## config.mk

```make
export PLATFORM = sky130hd
export DESIGN_NAME = decrypt_flat
export DESIGN_NICKNAME = d
export VERILOG_FILES = /design/src/rtl/decrypt_pkg.sv /design/src/rtl/decrypt_if.sv /design/src/rtl/round_decrypt.sv /design/src/rtl/decrypt.sv /design/src/flat_wrapper.sv
export SDC_FILE = /design/constraint.sdc
export NUM_CORES = 2
export LEC_CHECK = 0
export BUFFER_PORTS_ARGS = -buffer_cell sky130_fd_sc_hd__buf_4
export CAP_MARGIN = 20
export CORE_ASPECT_RATIO = 1.1
export CORE_MARGIN = 2
export CORE_UTILIZATION = 45
export CTS_CLUSTER_DIAMETER = 100
export DETAILED_ROUTE_END_ITERATION = 10
export SYNTH_ARGS = -nofsm -noshare
export SYNTH_HDL_FRONTEND = slang
export SYNTH_SLANG_ARGS = --single-unit
```

## constraint.sdc

```tcl
create_clock -name clk -period 17.3 [get_ports clk]
set_clock_uncertainty 0.1 [all_clocks]
set_input_delay 2.595 -clock clk [delete_from_list [all_inputs] [get_ports clk]]
set_output_delay 2.595 -clock clk [all_outputs]
set_load 0.05 [all_outputs]
```

## src/rtl/decrypt_pkg.sv

```systemverilog
// Shared SPECK128/128 cipher settings and decrypt FSM state encodings.
package decrypt_pkg;

    localparam int unsigned WORD_SIZE = 64;
    localparam int unsigned KEY_SIZE  = 2 * WORD_SIZE;
    localparam int unsigned NR_ROUNDS = 32;
    localparam int unsigned ALPHA     = 8;
    localparam int unsigned BETA      = 3;

    typedef enum logic [1:0] {
        StIdle    = 2'd0,
        StExpand  = 2'd1,
        StDecrypt = 2'd2,
        StDone    = 2'd3
    } state_e;

endpackage

```

## src/rtl/decrypt_if.sv

```systemverilog
// Request/result bundle of the decrypt core; master drives the request side.
interface decrypt_if #(
    parameter int unsigned WORD_SIZE = 64
);
    logic                     start;
    logic [2*WORD_SIZE-1:0]   ciphertext;
    logic [2*WORD_SIZE-1:0]   key;
    logic [2*WORD_SIZE-1:0]   plaintext;
    logic                     active;
    logic                     ready;

    modport master (output start, ciphertext, key, input plaintext, active, ready);
    modport slave  (input start, ciphertext, key, output plaintext, active, ready);
endinterface

```

## src/rtl/round_decrypt.sv

```systemverilog
// One inverse SPECK round, purely combinational; exact inverse of round_encrypt.
module round_decrypt
    import decrypt_pkg::*;
#(
    parameter int unsigned WORD_SIZE = 64
) (
    input  logic [WORD_SIZE-1:0] x,
    input  logic [WORD_SIZE-1:0] y,
    input  logic [WORD_SIZE-1:0] rk,
    output logic [WORD_SIZE-1:0] x_out,
    output logic [WORD_SIZE-1:0] y_out
);

    logic [WORD_SIZE-1:0] xy;
    logic [WORD_SIZE-1:0] diff;

    assign xy    = x ^ y;
    assign y_out = (xy >> BETA) | (xy << (WORD_SIZE - BETA));
    // Subtraction wraps modulo 2^WORD_SIZE, undoing the encrypt-side addition.
    assign diff  = (x ^ rk) - y_out;
    assign x_out = (diff << ALPHA) | (diff >> (WORD_SIZE - ALPHA));

endmodule

```

## src/rtl/decrypt.sv

```systemverilog
// Iterative SPECK decryption: expands round keys into a local file, then runs
// the inverse rounds in reverse key order and pulses ready with the plaintext.
module decrypt
    import decrypt_pkg::*;
#(
    parameter int unsigned NR_ROUNDS = 32,
    parameter int unsigned WORD_SIZE = 64
) (
    input  logic     clk,
    input  logic     rst,
    decrypt_if.slave bus
);

    localparam int unsigned CtrW = (NR_ROUNDS > 1) ? $clog2(NR_ROUNDS) : 1;
    localparam logic [CtrW-1:0] LastCtr = CtrW'(NR_ROUNDS - 1);

    state_e                   state_q, state_d;
    logic [CtrW-1:0]          ctr_q, ctr_d;
    logic [WORD_SIZE-1:0]     x_q, x_d, y_q, y_d, k_q, k_d, l_q, l_d;
    logic [2*WORD_SIZE-1:0]   pt_q, pt_d;
    logic                     active_q, active_d;
    logic                     ready_q, ready_d;
    logic                     rk_we;
    logic [WORD_SIZE-1:0]     rk [NR_ROUNDS];
    logic [WORD_SIZE-1:0]     rk_rd;
    logic [WORD_SIZE-1:0]     x_rnd, y_rnd;
    logic [WORD_SIZE-1:0]     ctr_ext, l_next, k_next;

    assign rk_rd   = rk[ctr_q];
    assign ctr_ext = {{(WORD_SIZE-CtrW){1'b0}}, ctr_q};
    assign l_next  = (k_q + ((l_q >> ALPHA) | (l_q << (WORD_SIZE - ALPHA)))) ^ ctr_ext;
    assign k_next  = ((k_q << BETA) | (k_q >> (WORD_SIZE - BETA))) ^ l_next;

    round_decrypt #(
        .WORD_SIZE (WORD_SIZE)
    ) u_round (
        .x     (x_q),
        .y     (y_q),
        .rk    (rk_rd),
        .x_out (x_rnd),
        .y_out (y_rnd)
    );

    always_comb begin
        state_d  = state_q;
        ctr_d    = ctr_q;
        x_d      = x_q;
        y_d      = y_q;
        k_d      = k_q;
        l_d      = l_q;
        pt_d     = pt_q;
        active_d = active_q;
        ready_d  = 1'b0;
        rk_we    = 1'b0;
        case (state_q)
            StIdle: begin
                if (bus.start) begin
                    x_d      = bus.ciphertext[2*WORD_SIZE-1:WORD_SIZE];
                    y_d      = bus.ciphertext[WORD_SIZE-1:0];
                    k_d      = bus.key[2*WORD_SIZE-1:WORD_SIZE];
                    l_d      = bus.key[WORD_SIZE-1:0];
                    ctr_d    = '0;
                    active_d = 1'b1;
                    state_d  = StExpand;
                end
            end
            StExpand: begin
                rk_we = 1'b1;
                l_d   = l_next;
                k_d   = k_next;
                // ctr is left at the last index so decryption starts from the final key.
                if (ctr_q == LastCtr) state_d = StDecrypt;
                else                  ctr_d   = ctr_q + 1'b1;
            end
            StDecrypt: begin
                x_d = x_rnd;
                y_d = y_rnd;
                if (ctr_q == '0) state_d = StDone;
                else             ctr_d   = ctr_q - 1'b1;
            end
            StDone: begin
                pt_d     = {x_q, y_q};
                ready_d  = 1'b1;
                active_d = 1'b0;
                state_d  = StIdle;
            end
            default: state_d = StIdle;
        endcase
    end

    always_ff @(posedge clk or posedge rst) begin
        if (rst) begin
            state_q  <= StIdle;
            ctr_q    <= '0;
            x_q      <= '0;
            y_q      <= '0;
            k_q      <= '0;
            l_q      <= '0;
            pt_q     <= '0;
            active_q <= 1'b0;
            ready_q  <= 1'b0;
        end else begin
            state_q  <= state_d;
            ctr_q    <= ctr_d;
            x_q      <= x_d;
            y_q      <= y_d;
            k_q      <= k_d;
            l_q      <= l_d;
            pt_q     <= pt_d;
            active_q <= active_d;
            ready_q  <= ready_d;
        end
    end

    // Round-key file carries no reset; it is always rewritten before use.
    always_ff @(posedge clk) begin
        if (rk_we) rk[ctr_q] <= k_q;
    end

    assign bus.plaintext = pt_q;
    assign bus.active    = active_q;
    assign bus.ready     = ready_q;

endmodule
```

## src/flat_wrapper.sv

```systemverilog
// flat-port wrapper written by rule: the top's interface ports become plain ports
module decrypt_flat import decrypt_pkg::*;
#(
    parameter int unsigned NR_ROUNDS = 32,
    parameter int unsigned WORD_SIZE = 64
)
  (clk, rst, bus_start, bus_ciphertext, bus_key, bus_plaintext, bus_active, bus_ready);
  decrypt_if #(.WORD_SIZE(WORD_SIZE)) bus_i ();
  input  logic clk;
  input  logic rst;
  input wire logic [$bits(bus_i.start)-1:0] bus_start;
  input wire logic [$bits(bus_i.ciphertext)-1:0] bus_ciphertext;
  input wire logic [$bits(bus_i.key)-1:0] bus_key;
  output wire logic [$bits(bus_i.plaintext)-1:0] bus_plaintext;
  output wire logic [$bits(bus_i.active)-1:0] bus_active;
  output wire logic [$bits(bus_i.ready)-1:0] bus_ready;
  assign bus_i.start = bus_start;
  assign bus_i.ciphertext = bus_ciphertext;
  assign bus_i.key = bus_key;
  assign bus_plaintext = bus_i.plaintext;
  assign bus_active = bus_i.active;
  assign bus_ready = bus_i.ready;
  decrypt #(.NR_ROUNDS(NR_ROUNDS), .WORD_SIZE(WORD_SIZE)) u_core (.clk(clk), .rst(rst), .bus(bus_i));
endmodule
```

# Yosys cells after proc, flatten, opt, wreduce, memory -nomap -nowiden
# Memory sizes are Yosys's and may differ from the RTL's.
# Cells that the tools add are included.
# totals
regBits	393
ramBits	2048
mem_count	1
inputBits	259
# op_classes
n_reduce_logical	11
n_eq_ne	9
bitwise_logic	8
mux	22
n_addsub	4
# memory_table
name	depth	word_bits	rd	rd_clocked_by_memory_dff	wr	line_no	rtl
u_core.rk	32	64	1	0	1	decrypt.sv:24	logic [WORD_SIZE-1:0] rk [NR_ROUNDS];
# ops
op	count
$pmux W64 S2	4
$mux W64	4
$xor A64 B64 Y64	3
$add A64 B64 Y64	1
$or A56 B64 Y64	1
$or A61 B64 Y64	1
$or A64 B3 Y64	1
$or A64 B8 Y64	1
$sub A64 B64 Y64	1
$xor A64 B5 Y64	1
$mux W5	3
$pmux W5 S3	1
$pmux W2 S4	1
$mux W2	3
$ne A2 B2 Y1 const B	3
$reduce_and A2 Y1	3
$reduce_bool A2 Y1	3
$add A5 B1 Y5 const B	1
$eq A5 B5 Y1 const B	1
$logic_not A5 Y1	1
$mux W1	5
$sub A5 B1 Y5 const B	1
$eq A2 B2 Y1 const B	2
$ne A2 B1 Y1 const B	2
other kinds (6)	6

# Logic depth before layout (Yosys ltp)
# logic_depth
ltp_word	5
depth_mapped	22
mapped_depth_nobuf	19

# Modules after synthesis
# A second synthesis with hierarchy kept.
# unflattened
hier_cells	6002
hier_area_um2	102782.3
# by_module_without_submodules
module	seq_area_each_um2	cells_per_inst	instances	area_per_inst_um2
decrypt	71333.4	5252	1	97629.9
round_decrypt	0.0	750	1	5152.4

# Worst setup path before layout
# Ideal clock, no wire load.
# synth_path
path_kind	register -> register
startpoint	register u_core.ctr_q[0]
endpoint	register u_core.x_q[2]
path_slack_ns	11.576
stages_incl_launch_ff	23
setup_ns	0.077
synth_period_minus_slack_ns	5.724
t_required_ns	17.123
path_buffers	4
arrival_ns	5.547
cell_sequence	dfrtp_1 buf_2 clkbuf_1 buf_1 buf_1 mux4_2 a22oi_1 nand4_1 xnor2_1 ha_1 inv_1 fa_1 a211oi_1 o41ai_1 a31oi_1 o31a_1 or4_1 a41oi_1 or4_1 a31oi_1 xnor2_1 mux2i_1 o21ai_1
# synth_between
elab_chain_cells	5
# synth_lines
element	line_no	rtl
from (decl)	decrypt.sv:18	logic [CtrW-1:0] ctr_q, ctr_d;
from (signal assigned)	decrypt.sv:104	ctr_q <= ctr_d;
$mem_v2 Z32 W64	n/a	
$xor A64 B64 Y64	round_decrypt.sv:20	assign diff = (x ^ rk) - y_out;
$sub A64 B64 Y64	round_decrypt.sv:20	
$or A64 B8 Y64	round_decrypt.sv:21	assign x_out = (diff << ALPHA) | (diff >> (WORD_SIZE - ALPHA));
$pmux W64 S2	decrypt.sv:55	case (state_q)
to (signal assigned)	decrypt.sv:95	x_q <= '0;
to (signal assigned)	decrypt.sv:105	x_q <= x_d;
to (decl)	decrypt.sv:19	logic [WORD_SIZE-1:0] x_q, x_d, y_q, y_d, k_q, k_d, l_q, l_d;
# Every way passes these cells.
# A chain may end at the register's enable or synchronous reset.

# Worst setup path after layout
# layout_path
startpoint	register u_core.ctr_q[0]
endpoint	register u_core.x_q[55]
# Same word-level chain as after synthesis.

==> out/results.txt <==
syn_nets: 6384
die width: 458 microns
Overall Power: 25.7 mW
via-per-instance ratio: 6.19
ys async rst share: 16.1%
drt drc: 0
Num CTS Buffers: 238
multi-input logic area: 29800 sq um
status: completed
total negative slack: 0 ns
slew margin rel.: 22.2%
DRT iter0 DRCs: 7593
Max Cap Violations: 0
Slew Limit Fails: 0
post-synthesis adder-cell area fraction: 1.74%
row count: 183
CTS tree: built
fin worst setup slack: 8.80 ns
worst r2r path cells: 18
final setup fails: 0
Final Hold Viols: 0
delay-heaviest family, CP: compound AO/OA/AOI/OAI gates
largest family of logic cells by synthesized area: multiplexers
detailed placement HPWL: 184000 microns
Mapped Cells: 5985
crit-path cells: buf_12 -> buf_12 -> buf_4 -> mux4_2 -> a22oi_1 -> nand4_1 -> xor2_1 -> ha_1 -> a21o_1 -> a31oi_1 -> nand2_1 -> nor4_1 -> o21bai_1 -> a21oi_1 -> o21ai_0 -> a21boi_0 -> xor2_1 -> o21ai_0
simple-gate share of the synthesized area: 3.73%
Max H-tree Level: 4
FF-to-FF Start: u_core.ctr_q[0]
# resized after CTS: 0
Final Critical Period: 8.50 ns
Synth cell types: 84
Max VDD drop: 0.000129 V
pre-CTS WS: 8.86 ns
RSZ-0062 raised after global routing: no
gr usage total: 26.6%
setup slack, reg-to-reg: 8.80 ns
CP Max Fanout: 96
PortBufs: 388
fmax: 118 MHz
ys flop type: edfxtp_1
root buf cell: clkbuf_16
Starting Density: 45.3%
CP endpoint kind: register
Layout Cells excl Fill: 9632
DR WL/cell: 32.1 microns
largest net degree at the start of global routing: 219
DRT Wirelength: 310000 microns
YS warnings: 0
Hold Buf Count CTS: 0
setup repair bufs after CTS: 0
Pleak: 40.2 nW
GRT overflow: 0
XOR/XNOR Fraction of Synth Area: 2.74%
Final nets: 6867
Die Area: 231000 sq um
slowest stage cell on the critical path: dfrtp_4
I/O pins: 389
1st-pass router iterations: 6
dpl cells: 9173
flops & latches, synth: 2441
layout cells sized above 1: 24.7%
clk_lat worst skew: 0.91 ns
Startpoint Class: register
count of flip-flops with a built-in enable after synthesis: 2048
initial antenna violation count: 11
Cell Area, Synth: 102000 sq um
period utilisation layout: 49.1%
vias in the first global route: 59000
Hold Crit Class: register to register
Tightest Pin Transition: 1.15 ns
final instance area: 118000 sq um
CP bufs+invs: 3
Final ANT Viol Nets: 0
Setup crit end: u_core.x_q[55]
Placed Area: 109000 sq um
post-synthesis mux area share: 13.7%
P per Cell Area: 218 nW/um^2
Max stage delay on crit path: 0.78 ns
fin util: 52.1%
Die Ht: 504 microns
sequential share of the synthesized area: 69.8%
compound-cell area share of the yosys netlist: 6.94%
Worst Hold Margin: 0.391 ns
post-synthesis average cell area: 17.1 sq um
Area Overhead vs Synth: 15.2%
Clock Pin Slew Worst Setup and Hold Paths: 0.06 ns
Fillers: 18200
Data required, critical path: 17.89 ns
Core Region: 226000 sq um
R2R Path End: u_core.x_q[55]
CP Class: register to register
RePlAce Congestion: 0.865
first-pass GRT wire length: 439000 microns
clk sinks: 2441
WP depth: 18
Clock Tree Buf Depth: 3
worst path arrival time: 9.09 ns
via count: 59600
Sequential Area: 71300 sq um
Critical Path Start: u_core.ctr_q[0]
[per-layer routing]
metal  vias up  track usage [%]  share of wire, %
met4         0             6.89               2.5
met3       423             3.91               8.3
met2      2938             42.1                47
li1      24800                -                 -
met1     31400             38.7                42
met5         -                0                 0
[power by group]
group | internal (mW) | total (mW) | switching, mW | leakage (nW)
Sequential | 7.69 | 8.28 | 0.589 | 23.4
Combinational | 4.38 | 12.1 | 7.76 | 13.0
Clock | 2.95 | 5.25 | 2.30 | 3.85
Total | 15.0 | 25.7 | 10.7 | 40.2
[cell usage after synthesis, drive strengths merged, types with 6 or more instances]
| master | count | area share [%] |
|---|---|---|
| edfxtp | 2048 | 60 |
| mux4 | 512 | 11 |
| dfrtp | 393 | 9.6 |
| nand2 | 345 | 1.3 |
| o21ai | 325 | 1.6 |
| a21oi | 318 | 1.6 |
| a22oi | 256 | 1.9 |
| clkbuf | 241 | 0.89 |
| nor2 | 236 | 0.87 |
| xnor2 | 209 | 1.8 |
| ha | 137 | 1.7 |
| mux2 | 132 | 1.5 |
| xor2 | 111 | 0.95 |
| mux2i | 94 | 0.92 |
| nand4 | 91 | 0.56 |
| buf | 84 | 0.31 |
| a21o | 79 | 0.58 |
| inv | 44 | 0.16 |
| and3 | 32 | 0.20 |
| nor3 | 31 | 0.15 |
| nand3 | 28 | 0.15 |
| o21bai | 21 | 0.15 |
| a211oi | 17 | 0.13 |
| o21a | 17 | 0.12 |
| a31oi | 16 | 0.12 |
| o31ai | 14 | 0.12 |
| o211ai | 13 | 0.096 |
| nor2b | 10 | 0.061 |
| a21boi | 9 | 0.070 |
| nand2b | 9 | 0.055 |
| or2 | 8 | 0.049 |
| a211o | 7 | 0.060 |
| and2 | 7 | 0.043 |
| o22ai | 7 | 0.043 |
| or3 | 7 | 0.043 |
| or4 | 7 | 0.051 |
| nand4b | 6 | 0.051 |
[area by class of cell]
cell class,count,area share [%]
Antenna cell,3,0.00638
Clock buffer,300,5.39
Clock inverter,141,1.35
Inverter,45,0.152
Multi-Input combinational cell,3174,25.3
Sequential cell,2441,60.6
Tap cell,2960,3.15
Timing Repair Buffer,568,4.01
[flip-flops by register name (all words and copies together) (netlist names)]
signal	flops
u_core.k_q	64
u_core.y_q	64
u_core.ctr_q	5
u_core.bus.plaintext	128
u_core.bus.ready	1
u_core.rk	2048
u_core.x_q	64
u_core.state_q	2
u_core.l_q	64
u_core.bus.active	1
[worst register-to-register path, stage by stage, from the launching register on]
cell	delay (ns)
dfrtp_4	0.78
buf_12	0.69
buf_12	0.65
buf_4	0.93
mux4_2	0.67
a22oi_1	0.24
nand4_1	0.62
xor2_1	0.35
ha_1	0.43
a21o_1	0.22
a31oi_1	0.28
nand2_1	0.09
nor4_1	0.53
o21bai_1	0.33
a21oi_1	0.48
o21ai_0	0.35
a21boi_0	0.30
xor2_1	0.19
o21ai_0	0.09
[worst min path at each step]
| stage | start | endpoint | slack (ns) | cells past startpoint |
|---|---|---|---|---|
| floorplan | u_core.l_q[63] | u_core.l_q[63] | 0.36 | 1 |
| global placement | u_core.l_q[49] | u_core.l_q[49] | 0.37 | 2 |
| detailed placement | u_core.l_q[49] | u_core.l_q[49] | 0.38 | 2 |
| CTS | u_core.l_q[49] | u_core.l_q[49] | 0.39 | 2 |
| global route | u_core.bus.plaintext[35] | u_core.bus.plaintext[35] | 0.42 | 1 |
| finish | u_core.l_q[49] | u_core.l_q[49] | 0.39 | 2 |
[cell families after synthesis]
family,count (synthesis)
XOR/XNOR,320
multiplexers,738
buffers and inverters,370
AND/OR/NAND/NOR,838
flip-flops,2441
adder cells (fa/ha/maj),140
AO/OA/AOI/OAI,1138
[layout by cell type, fill, tap and decap left out, types with 14 or more instances in the layout]
cell type  instances
nor3_1            30
edfxtp_1        2048
nor2_1           202
a21oi_1          318
o21bai_1          21
and3_1            30
xnor2_1          209
clkinv_1          39
xor2_1           111
mux4_2           512
a31oi_1           14
clkinv_2          43
mux2i_1           94
mux2_2           132
buf_4            541
ha_1             134
inv_1             42
dfrtp_1          391
clkbuf_1          48
o21a_1            17
clkbuf_16        239
a22oi_1          256
buf_16            16
nor2_4            34
o21ai_0          318
a211oi_1          16
bufinv_16         23
nand4_1           91
a21o_1            79
nand2_1          345
nand3_1           27
Power figures use the tool's default switching activity.
